--- src/rtl/enkel_pkg.sv ---
// Shared opcodes, FSM state codes and the control-word layout for the enkel sequencer.
package enkel_pkg;

    localparam logic [2:0] OP_NOP   = 3'b000;
    localparam logic [2:0] OP_LOAD  = 3'b001;
    localparam logic [2:0] OP_STORE = 3'b010;
    localparam logic [2:0] OP_JMP   = 3'b011;
    localparam logic [2:0] OP_LDI   = 3'b100;
    localparam logic [2:0] OP_SHOW  = 3'b101;
    localparam logic [2:0] OP_ALU   = 3'b110;
    localparam logic [2:0] OP_BRZ   = 3'b111;

    typedef enum logic [3:0] {
        StReset    = 4'd0,
        StIdle     = 4'd1,
        StFAddr    = 4'd2,
        StFRead    = 4'd3,
        StFInc     = 4'd4,
        StDecode   = 4'd5,
        StE1       = 4'd6,
        StE2       = 4'd7,
        StHalt     = 4'd8,
        StProgAddr = 4'd9,
        StProgWait = 4'd10,
        StProgWr   = 4'd11,
        StProgInc  = 4'd12
    } state_e;

    typedef struct packed {
        logic mar_load;
        logic pc_load;
        logic ir_load;
        logic latch_pc_load;
        logic show_load;
        logic pc_reset;
        logic ir_reset;
        logic mar_reset;
        logic show_reset;
        logic ir_pc_select;
        logic inc_alu_select;
        logic en_inc;
        logic a_programmer_select;
        logic apc;
        logic bc;
        logic mem_we;
        logic a_load;
        logic b_load;
        logic b_src_ir;
        logic alu_en;
        logic halted;
        logic prog_ready;
    } ctrl_t;

    // Quiescent word: every strobe low, A register selected onto the memory bus.
    function automatic ctrl_t ctrl_default();
        ctrl_t c;
        c = '0;
        c.a_programmer_select = 1'b1;
        return c;
    endfunction

    // Opcodes whose first execute cycle points MAR at the IR operand.
    function automatic logic is_mem_op(logic [2:0] op);
        return (op == OP_LOAD) || (op == OP_STORE) || (op == OP_SHOW);
    endfunction

endpackage

--- src/rtl/enkel_mem_wait_counter.sv ---
// Down-counter that stretches RAM accesses; done_next_o tells whether the cycle being
// entered is the final one of the stretch.
module enkel_mem_wait_counter #(
    parameter int unsigned CNT_W = 2
) (
    input  logic             clk_i,
    input  logic             rst_ni,
    input  logic             load_i,
    input  logic [CNT_W-1:0] load_val_i,
    input  logic             dec_i,
    output logic             done_o,
    output logic             done_next_o
);

    logic [CNT_W-1:0] cnt_q, cnt_d;

    always_comb begin
        cnt_d = cnt_q;
        if (load_i) begin
            cnt_d = load_val_i;
        end else if (dec_i && (cnt_q != '0)) begin
            cnt_d = cnt_q - 1'b1;
        end
    end

    always_ff @(posedge clk_i or negedge rst_ni) begin
        if (!rst_ni) begin
            cnt_q <= '0;
        end else begin
            cnt_q <= cnt_d;
        end
    end

    assign done_o      = (cnt_q == '0);
    assign done_next_o = (cnt_d == '0);

endmodule

--- src/rtl/enkel_control_unit.sv ---
// Microsequencer for the enkel datapath: fetch/decode/execute/halt plus a programming
// mode. All strobes are registered from the next state so they line up with state_dbg.
module enkel_control_unit
    import enkel_pkg::*;
#(
    parameter int unsigned MEM_WAIT = 1,
    parameter int unsigned CNT_W    = 2
) (
    input  logic       clk,
    input  logic       reset_n,
    input  logic       run,
    input  logic       prog_mode,
    input  logic       prog_valid,
    output logic       prog_ready,
    input  logic [2:0] opcode,
    input  logic       status,
    input  logic       zero_flag,
    output logic       mar_load,
    output logic       pc_load,
    output logic       ir_load,
    output logic       latch_pc_load,
    output logic       show_load,
    output logic       pc_reset,
    output logic       ir_reset,
    output logic       mar_reset,
    output logic       show_reset,
    output logic       ir_pc_select,
    output logic       inc_alu_select,
    output logic       en_inc,
    output logic       a_programmer_select,
    output logic       apc,
    output logic       bc,
    output logic       mem_we,
    output logic       a_load,
    output logic       b_load,
    output logic       b_src_ir,
    output logic       alu_en,
    output logic       halted,
    output logic [3:0] state_dbg
);

    state_e     state_q, state_d, ret_state;
    logic [2:0] op_q, op_d;
    logic       boot_q;
    logic       tail_q, tail_d;
    logic       ready_d;
    ctrl_t      ctrl_q, ctrl_d;
    logic       cnt_load, cnt_dec, cnt_done, cnt_done_next;

    enkel_mem_wait_counter #(
        .CNT_W(CNT_W)
    ) u_wait (
        .clk_i      (clk),
        .rst_ni     (reset_n),
        .load_i     (cnt_load),
        .load_val_i (CNT_W'(MEM_WAIT)),
        .dec_i      (cnt_dec),
        .done_o     (cnt_done),
        .done_next_o(cnt_done_next)
    );

    always_comb begin
        state_d   = state_q;
        op_d      = op_q;
        tail_d    = 1'b0;
        ready_d   = 1'b0;
        cnt_load  = 1'b0;
        cnt_dec   = 1'b0;
        ret_state = run ? StFAddr : StIdle;
        ctrl_d    = ctrl_default();

        case (state_q)
            // First cycle after reset release holds RESET so the clears are issued once.
            StReset:    state_d = boot_q ? StIdle : StReset;
            StIdle: begin
                if (prog_mode) begin
                    state_d = StProgAddr;
                end else if (run) begin
                    state_d = StFAddr;
                end
            end
            StFAddr: begin
                state_d  = StFRead;
                cnt_load = 1'b1;
            end
            StFRead: begin
                if (cnt_done) begin
                    state_d = StFInc;
                end else begin
                    cnt_dec = 1'b1;
                end
            end
            StFInc:     state_d = StDecode;
            StDecode: begin
                if (!status) begin
                    state_d = StHalt;
                end else begin
                    state_d = StE1;
                    op_d    = opcode;
                    // BRZ is resolved here into a JMP or a NOP.
                    if (opcode == OP_BRZ) begin
                        op_d = zero_flag ? OP_JMP : OP_NOP;
                    end
                end
            end
            StE1: begin
                if (is_mem_op(op_q) || (op_q == OP_JMP)) begin
                    state_d  = StE2;
                    cnt_load = 1'b1;
                end else begin
                    state_d = ret_state;
                end
            end
            StE2: begin
                if ((op_q == OP_JMP) || ((op_q == OP_STORE) && tail_q)) begin
                    state_d = ret_state;
                end else if (!cnt_done) begin
                    cnt_dec = 1'b1;
                end else if (op_q == OP_STORE) begin
                    tail_d = 1'b1;
                end else begin
                    state_d = ret_state;
                end
            end
            StHalt:     state_d = StHalt;
            StProgAddr: state_d = prog_mode ? StProgWait : StReset;
            StProgWait: begin
                if (ctrl_q.prog_ready) begin
                    state_d  = StProgWr;
                    cnt_load = 1'b1;
                end else begin
                    ready_d = prog_valid;
                end
            end
            StProgWr: begin
                if (cnt_done) begin
                    state_d = StProgInc;
                end else begin
                    cnt_dec = 1'b1;
                end
            end
            StProgInc:  state_d = StProgAddr;
            default:    state_d = StReset;
        endcase

        case (state_d)
            StReset: begin
                ctrl_d.pc_reset   = 1'b1;
                ctrl_d.ir_reset   = 1'b1;
                ctrl_d.mar_reset  = 1'b1;
                ctrl_d.show_reset = 1'b1;
            end
            StFAddr, StProgAddr: ctrl_d.mar_load = 1'b1;
            StFRead: begin
                ctrl_d.bc      = 1'b1;
                ctrl_d.ir_load = cnt_done_next;
            end
            StFInc, StProgInc: begin
                ctrl_d.en_inc         = 1'b1;
                ctrl_d.inc_alu_select = 1'b1;
                ctrl_d.pc_load        = 1'b1;
            end
            StE1: begin
                case (op_d)
                    OP_LOAD, OP_STORE, OP_SHOW: begin
                        ctrl_d.ir_pc_select = 1'b1;
                        ctrl_d.mar_load     = 1'b1;
                    end
                    OP_JMP: begin
                        ctrl_d.alu_en        = 1'b1;
                        ctrl_d.latch_pc_load = 1'b1;
                    end
                    OP_LDI: begin
                        ctrl_d.b_src_ir = 1'b1;
                        ctrl_d.b_load   = 1'b1;
                    end
                    OP_ALU: begin
                        ctrl_d.alu_en = 1'b1;
                        ctrl_d.a_load = 1'b1;
                    end
                    default: ;
                endcase
            end
            StE2: begin
                case (op_d)
                    OP_LOAD: begin
                        ctrl_d.bc     = 1'b1;
                        ctrl_d.b_load = cnt_done_next;
                    end
                    // Write drops one cycle ahead of the bus driver for hold time.
                    OP_STORE: begin
                        ctrl_d.apc    = 1'b1;
                        ctrl_d.mem_we = !tail_d;
                    end
                    OP_SHOW: begin
                        ctrl_d.bc        = 1'b1;
                        ctrl_d.show_load = cnt_done_next;
                    end
                    OP_JMP:  ctrl_d.pc_load = 1'b1;
                    default: ;
                endcase
            end
            StHalt:     ctrl_d.halted = 1'b1;
            StProgWait: begin
                ctrl_d.a_programmer_select = 1'b0;
                ctrl_d.apc                 = 1'b1;
                ctrl_d.prog_ready          = ready_d;
            end
            StProgWr: begin
                ctrl_d.a_programmer_select = 1'b0;
                ctrl_d.apc                 = 1'b1;
                ctrl_d.mem_we              = 1'b1;
            end
            default: ;
        endcase
    end

    always_ff @(posedge clk or negedge reset_n) begin
        if (!reset_n) begin
            state_q <= StReset;
            op_q    <= OP_NOP;
            boot_q  <= 1'b0;
            tail_q  <= 1'b0;
            ctrl_q  <= ctrl_default();
        end else begin
            state_q <= state_d;
            op_q    <= op_d;
            boot_q  <= 1'b1;
            tail_q  <= tail_d;
            ctrl_q  <= ctrl_d;
        end
    end

    assign mar_load            = ctrl_q.mar_load;
    assign pc_load             = ctrl_q.pc_load;
    assign ir_load             = ctrl_q.ir_load;
    assign latch_pc_load       = ctrl_q.latch_pc_load;
    assign show_load           = ctrl_q.show_load;
    assign pc_reset            = ctrl_q.pc_reset;
    assign ir_reset            = ctrl_q.ir_reset;
    assign mar_reset           = ctrl_q.mar_reset;
    assign show_reset          = ctrl_q.show_reset;
    assign ir_pc_select        = ctrl_q.ir_pc_select;
    assign inc_alu_select      = ctrl_q.inc_alu_select;
    assign en_inc              = ctrl_q.en_inc;
    assign a_programmer_select = ctrl_q.a_programmer_select;
    assign apc                 = ctrl_q.apc;
    assign bc                  = ctrl_q.bc;
    assign mem_we              = ctrl_q.mem_we;
    assign a_load              = ctrl_q.a_load;
    assign b_load              = ctrl_q.b_load;
    assign b_src_ir            = ctrl_q.b_src_ir;
    assign alu_en              = ctrl_q.alu_en;
    assign halted              = ctrl_q.halted;
    assign prog_ready          = ctrl_q.prog_ready;
    assign state_dbg           = state_q;

endmodule

--- config.mk ---
export PLATFORM = sky130hd
export DESIGN_NAME = enkel_control_unit
export DESIGN_NICKNAME = d
export VERILOG_FILES = /design/src/rtl/enkel_pkg.sv /design/src/rtl/enkel_mem_wait_counter.sv /design/src/rtl/enkel_control_unit.sv
export SDC_FILE = /design/constraint.sdc
export NUM_CORES = 1
export LEC_CHECK = 0
export CAP_MARGIN = 5
export CORE_ASPECT_RATIO = 1.5
export CORE_MARGIN = 3
export CORE_UTILIZATION = 45
export CTS_CLUSTER_SIZE = 40
export DETAILED_ROUTE_END_ITERATION = 12
export PLACE_DENSITY = 0.73
export SLEW_MARGIN = 5
export SYNTH_ARGS = -nofsm -noshare
export SYNTH_HDL_FRONTEND = slang
export SYNTH_SLANG_ARGS = --single-unit
--- constraint.sdc ---
create_clock -name clk -period 2.3 [get_ports clk]
set_input_delay 0.575 -clock clk [delete_from_list [all_inputs] [get_ports clk]]
set_output_delay 0.575 -clock clk [all_outputs]
set_load 0.03 [all_outputs]
==> metrics.txt <==
# TYPE chip_impl_metric gauge
chip_impl_metric{name="die_area",unit="µm²"} 4227
chip_impl_metric{name="timing.critical_path.required",unit="ns"} 1.73
chip_impl_metric{name="die_width",unit="µm"} 54.10
chip_impl_info{name="layout_commonest_cell",value="sky130_fd_sc_hd__clkdlybuf4s50_1"} 1
chip_impl_info{name="cp-startpoint",value="state_dbg[3]$_DFF_PN0_"} 1
chip_impl_info{name="worstSetupStartpointType",value="flip-flop"} 1
chip_impl_metric{name="place.detailed.instances",unit=""} 245
chip_impl_metric{name="cts-htree-levels",unit=""} 2
chip_impl_metric{name="final-instance-count-excl-fill",unit=""} 253
chip_impl_metric{name="clkPwrFrac",unit=""} 0.218
chip_impl_metric{name="clock_skew",unit="ns"} 0.007955
chip_impl_metric{name="first_iter_violations",unit=""} 19
chip_impl_metric{name="ys_seq_elements",unit=""} 29
chip_impl_info{name="cts_tree",value="built"} 1
chip_impl_metric{name="r2r_cell_count",unit=""} 8
chip_impl_metric{name="grt_start_max_net_pins",unit=""} 30
chip_impl_info{name="worst_path_max_delay_cell",value="sky130_fd_sc_hd__clkdlybuf4s50_1"} 1
chip_impl_info{name="timing_worst_setup_path_type",value="reg2out"} 1
chip_impl_metric{name="diodes_inserted",unit=""} 0
chip_impl_metric{name="power.sequential.fraction",unit=""} 0.279
chip_impl_info{name="rsz0062_at_grt",value="no"} 1
chip_impl_metric{name="switchingPower",unit="µW"} 1148
chip_impl_metric{name="final_critical_path_setup_slack",unit="ns"} 0.05973
chip_impl_metric{name="asyncSetResetFlopFracSynth",unit=""} 1.000
chip_impl_metric{name="yosys_warnings",unit=""} 0
chip_impl_metric{name="worstPathBufferInverterCount",unit=""} 1
chip_impl_metric{name="clock-sinks",unit=""} 29
chip_impl_info{name="outcome",value="complete, no violations"} 1
chip_impl_metric{name="finalSetupViolations",unit=""} 0
chip_impl_info{name="hold_start",value="tail_q$_DFF_PN0_"} 1
chip_impl_info{name="regToRegEndpoint",value="mar_load$_DFF_PN0_"} 1
chip_impl_metric{name="synthesis.area_per_instance",unit="µm²"} 9.464
chip_impl_info{name="clockRootBuffer",value="sky130_fd_sc_hd__clkbuf_8"} 1
chip_impl_metric{name="r2r_slack",unit="ns"} 0.17
chip_impl_metric{name="grt_first_pass_wirelength",unit="µm"} 6272
chip_impl_metric{name="synth_cell_type_count",unit=""} 47
chip_impl_metric{name="finalHoldWorstSlack",unit="ns"} 0.4905
chip_impl_metric{name="initial_core_utilization",unit=""} 0.4800
chip_impl_metric{name="hold_viol_final",unit=""} 0
chip_impl_metric{name="post-route-util",unit=""} 0.6562
chip_impl_metric{name="leakagePower",unit="µW"} 0.0009689
chip_impl_metric{name="die_height",unit="µm"} 78.15
chip_impl_metric{name="route.final.wire_length",unit="µm"} 3652
chip_impl_metric{name="internal-power",unit="µW"} 1708
chip_impl_metric{name="final_net_count",unit=""} 223
chip_impl_metric{name="clockBufferDepth",unit=""} 2
chip_impl_metric{name="critical_path_depth",unit=""} 1
chip_impl_metric{name="grt.total_usage",unit=""} 0.2018
chip_impl_metric{name="area_growth_syn_to_layout",unit="%"} 36.70
chip_impl_metric{name="synth_area",unit="µm²"} 1561
chip_impl_metric{name="rows",unit=""} 25
chip_impl_metric{name="power-per-cell-area",unit="nW/µm²"} 1338
chip_impl_metric{name="vias_in_the_first_global_route",unit=""} 1375
chip_impl_metric{name="peakVddDrop",unit="V"} 0.0008365
chip_impl_metric{name="routed_wire_length_per_instance",unit="µm"} 14.43
chip_impl_metric{name="cp_slowest_stage_delay",unit="ns"} 0.76
chip_impl_info{name="most-common-layout-cells",value="sky130_fd_sc_hd__clkdlybuf4s50_1 (35), sky130_fd_sc_hd__dfrtp_1 (28), sky130_fd_sc_hd__nand2_1 (21)"} 1
chip_impl_info{name="synth_ff_type",value="sky130_fd_sc_hd__dfrtp_1"} 1
chip_impl_metric{name="dp_worst_setup_slack",unit="ns"} -0.09033
chip_impl_metric{name="first_pass_iters",unit=""} 4
chip_impl_metric{name="postCtsSetupRepairBufs",unit=""} 0
chip_impl_metric{name="combPwrFrac",unit=""} 0.503
chip_impl_metric{name="vias",unit=""} 1341
chip_impl_metric{name="netSwitchingFraction",unit=""} 0.4020
chip_impl_metric{name="syn-instance-count",unit=""} 165
chip_impl_metric{name="slew_violations",unit=""} 0
chip_impl_metric{name="post-route-drc-count",unit=""} 0
chip_impl_metric{name="synth_enable_flop_cells",unit=""} 0
chip_impl_metric{name="number_of_antenna_violations_at_the_first_check_in_global_routing",unit=""} 0
chip_impl_metric{name="gp_routability_congestion",unit=""} 0.9458
chip_impl_metric{name="vias_per_cell",unit=""} 5.300
chip_impl_metric{name="ioPinCount",unit=""} 36
chip_impl_metric{name="timing.fmax",unit="MHz"} 446.4
chip_impl_metric{name="input_output_buffers",unit=""} 35
chip_impl_metric{name="data_arrival_time_of_the_critical_path",unit="ns"} 1.67
chip_impl_info{name="worst_hold_path_type",value="reg2reg"} 1
chip_impl_metric{name="clk-insertion-delay-late",unit="ns"} 0.28
chip_impl_info{name="endpoint",value="state_dbg[3]"} 1
chip_impl_metric{name="share_of_final_layout_standard_cells_stronger_than_drive_strength_1",unit=""} 0.1737
chip_impl_metric{name="floorplan.core_area",unit="µm²"} 3253
chip_impl_metric{name="grt.overflow.total",unit=""} 0
chip_impl_metric{name="layout_worst_path_cycle_share",unit=""} 0.9740
chip_impl_metric{name="max_cap_viol_count",unit=""} 0
chip_impl_metric{name="worstPathMaxFanout",unit=""} 11
chip_impl_metric{name="synth.net_count",unit=""} 176
chip_impl_info{name="critPathTopFamily",value="buffers and inverters"} 1
chip_impl_info{name="path_cells",value="clkdlybuf4s50_1"} 1
chip_impl_metric{name="largest_register_ffs",unit=""} 4
chip_impl_metric{name="ctsResizeCount",unit=""} 0
chip_impl_metric{name="ant_nets",unit=""} 0
chip_impl_metric{name="synth_seq_area_share",unit=""} 0.4655
chip_impl_metric{name="cts-hold-fix-buffers",unit=""} 0
chip_impl_metric{name="tritoncts.num_buffers",unit=""} 5
chip_impl_info{name="category_of_the_worst_setup_path_capture_point",value="primary output"} 1
chip_impl_metric{name="dp_hpwl",unit="µm"} 2837
chip_impl_metric{name="finalWorstPathRequiredPeriod",unit="ns"} 2.240
chip_impl_info{name="worst_r2r_startpoint",value="u_wait.cnt_q[0]$_DFF_PN0_"} 1
chip_impl_metric{name="path_clk_slew",unit="ns"} 0.06
worst min path at each step:
stage	end	slack [ns]	cells past startpoint
floorplan	a_load$_DFF_PN0_	0.28	0
global placement	tail_q$_DFF_PN0_	0.47	1
detailed placement	op_q[1]$_DFF_PN0_	0.48	2
CTS	op_q[1]$_DFF_PN0_	0.50	2
global route	tail_q$_DFF_PN0_	0.50	1
finish	tail_q$_DFF_PN0_	0.49	1
power by group through the flow:
stage | logic (µW) | clock network [µW] | registers [µW]
floorplan | 842 | 0 | 917
global placement | 1410 | 0 | 802
detailed placement | 1440 | 0 | 807
CTS | 1450 | 636 | 798
global route | 1580 | 662 | 815
finish | 1440 | 622 | 798
routing by layer:
metal	routed length, µm	global-route usage	part of all wire
met4	130	0.1047	0.036
met1	1453	0.2274	0.40
met5	0	0	0
met3	142	0.03985	0.039
met2	1926	0.3434	0.53
layout make-up:
class	instances	area (µm²)
fillers	296	1119
flip-flops and latches	29	726.9
multi-input cells	115	715.7
repair buffers	51	470.5
clock buffers	5	68.82
clock inverters	3	65.06
well taps	40	50.05
inverters	10	37.54
logic make-up after synthesis:
family / share of synthesized area
DFF: 0.4655
and+or+nand+nor: 0.2692
buffers and inverters: 0.07611
AOI/OAI and AO/OA: 0.1466
other: 0.002402
muxes: 0.02644
adders and majority gates: 0.008012
xor gates and xnor gates: 0.005610
cells in the mapped netlist, types with 2 or more instances:
master,instances,area [µm²]
sky130_fd_sc_hd__o21ai_0,10,50.05
sky130_fd_sc_hd__and3_1,4,25.02
sky130_fd_sc_hd__nor3_1,8,40.04
sky130_fd_sc_hd__nor3b_1,2,15.01
sky130_fd_sc_hd__mux2i_1,3,30.03
sky130_fd_sc_hd__nand3_1,8,40.04
sky130_fd_sc_hd__or4b_1,2,20.02
sky130_fd_sc_hd__buf_6,2,22.52
sky130_fd_sc_hd__inv_1,9,33.78
sky130_fd_sc_hd__buf_4,6,45.04
sky130_fd_sc_hd__buf_2,2,10.01
sky130_fd_sc_hd__o21ai_1,2,10.01
sky130_fd_sc_hd__a31oi_1,3,18.77
sky130_fd_sc_hd__dfrtp_1,28,700.7
sky130_fd_sc_hd__nand2_1,21,78.83
sky130_fd_sc_hd__nor2b_1,6,37.54
sky130_fd_sc_hd__nand4_1,2,12.51
sky130_fd_sc_hd__nand2b_1,5,31.28
sky130_fd_sc_hd__nor4_1,3,18.77
sky130_fd_sc_hd__a21oi_1,5,25.02
sky130_fd_sc_hd__nor2_1,8,30.03
through the flow:
step                      total power [µW]  area (µm²)  setup TNS (ns)
final                                 2855        2135               0
after global routing                  3056        2135               0
after CTS                             2880        2135               0
after detailed placement              2245        2001         -0.1605
after global placement                2215        2001        -0.02429
after floorplan                       1759        1562               0
(Power assumes the default switching activity.)
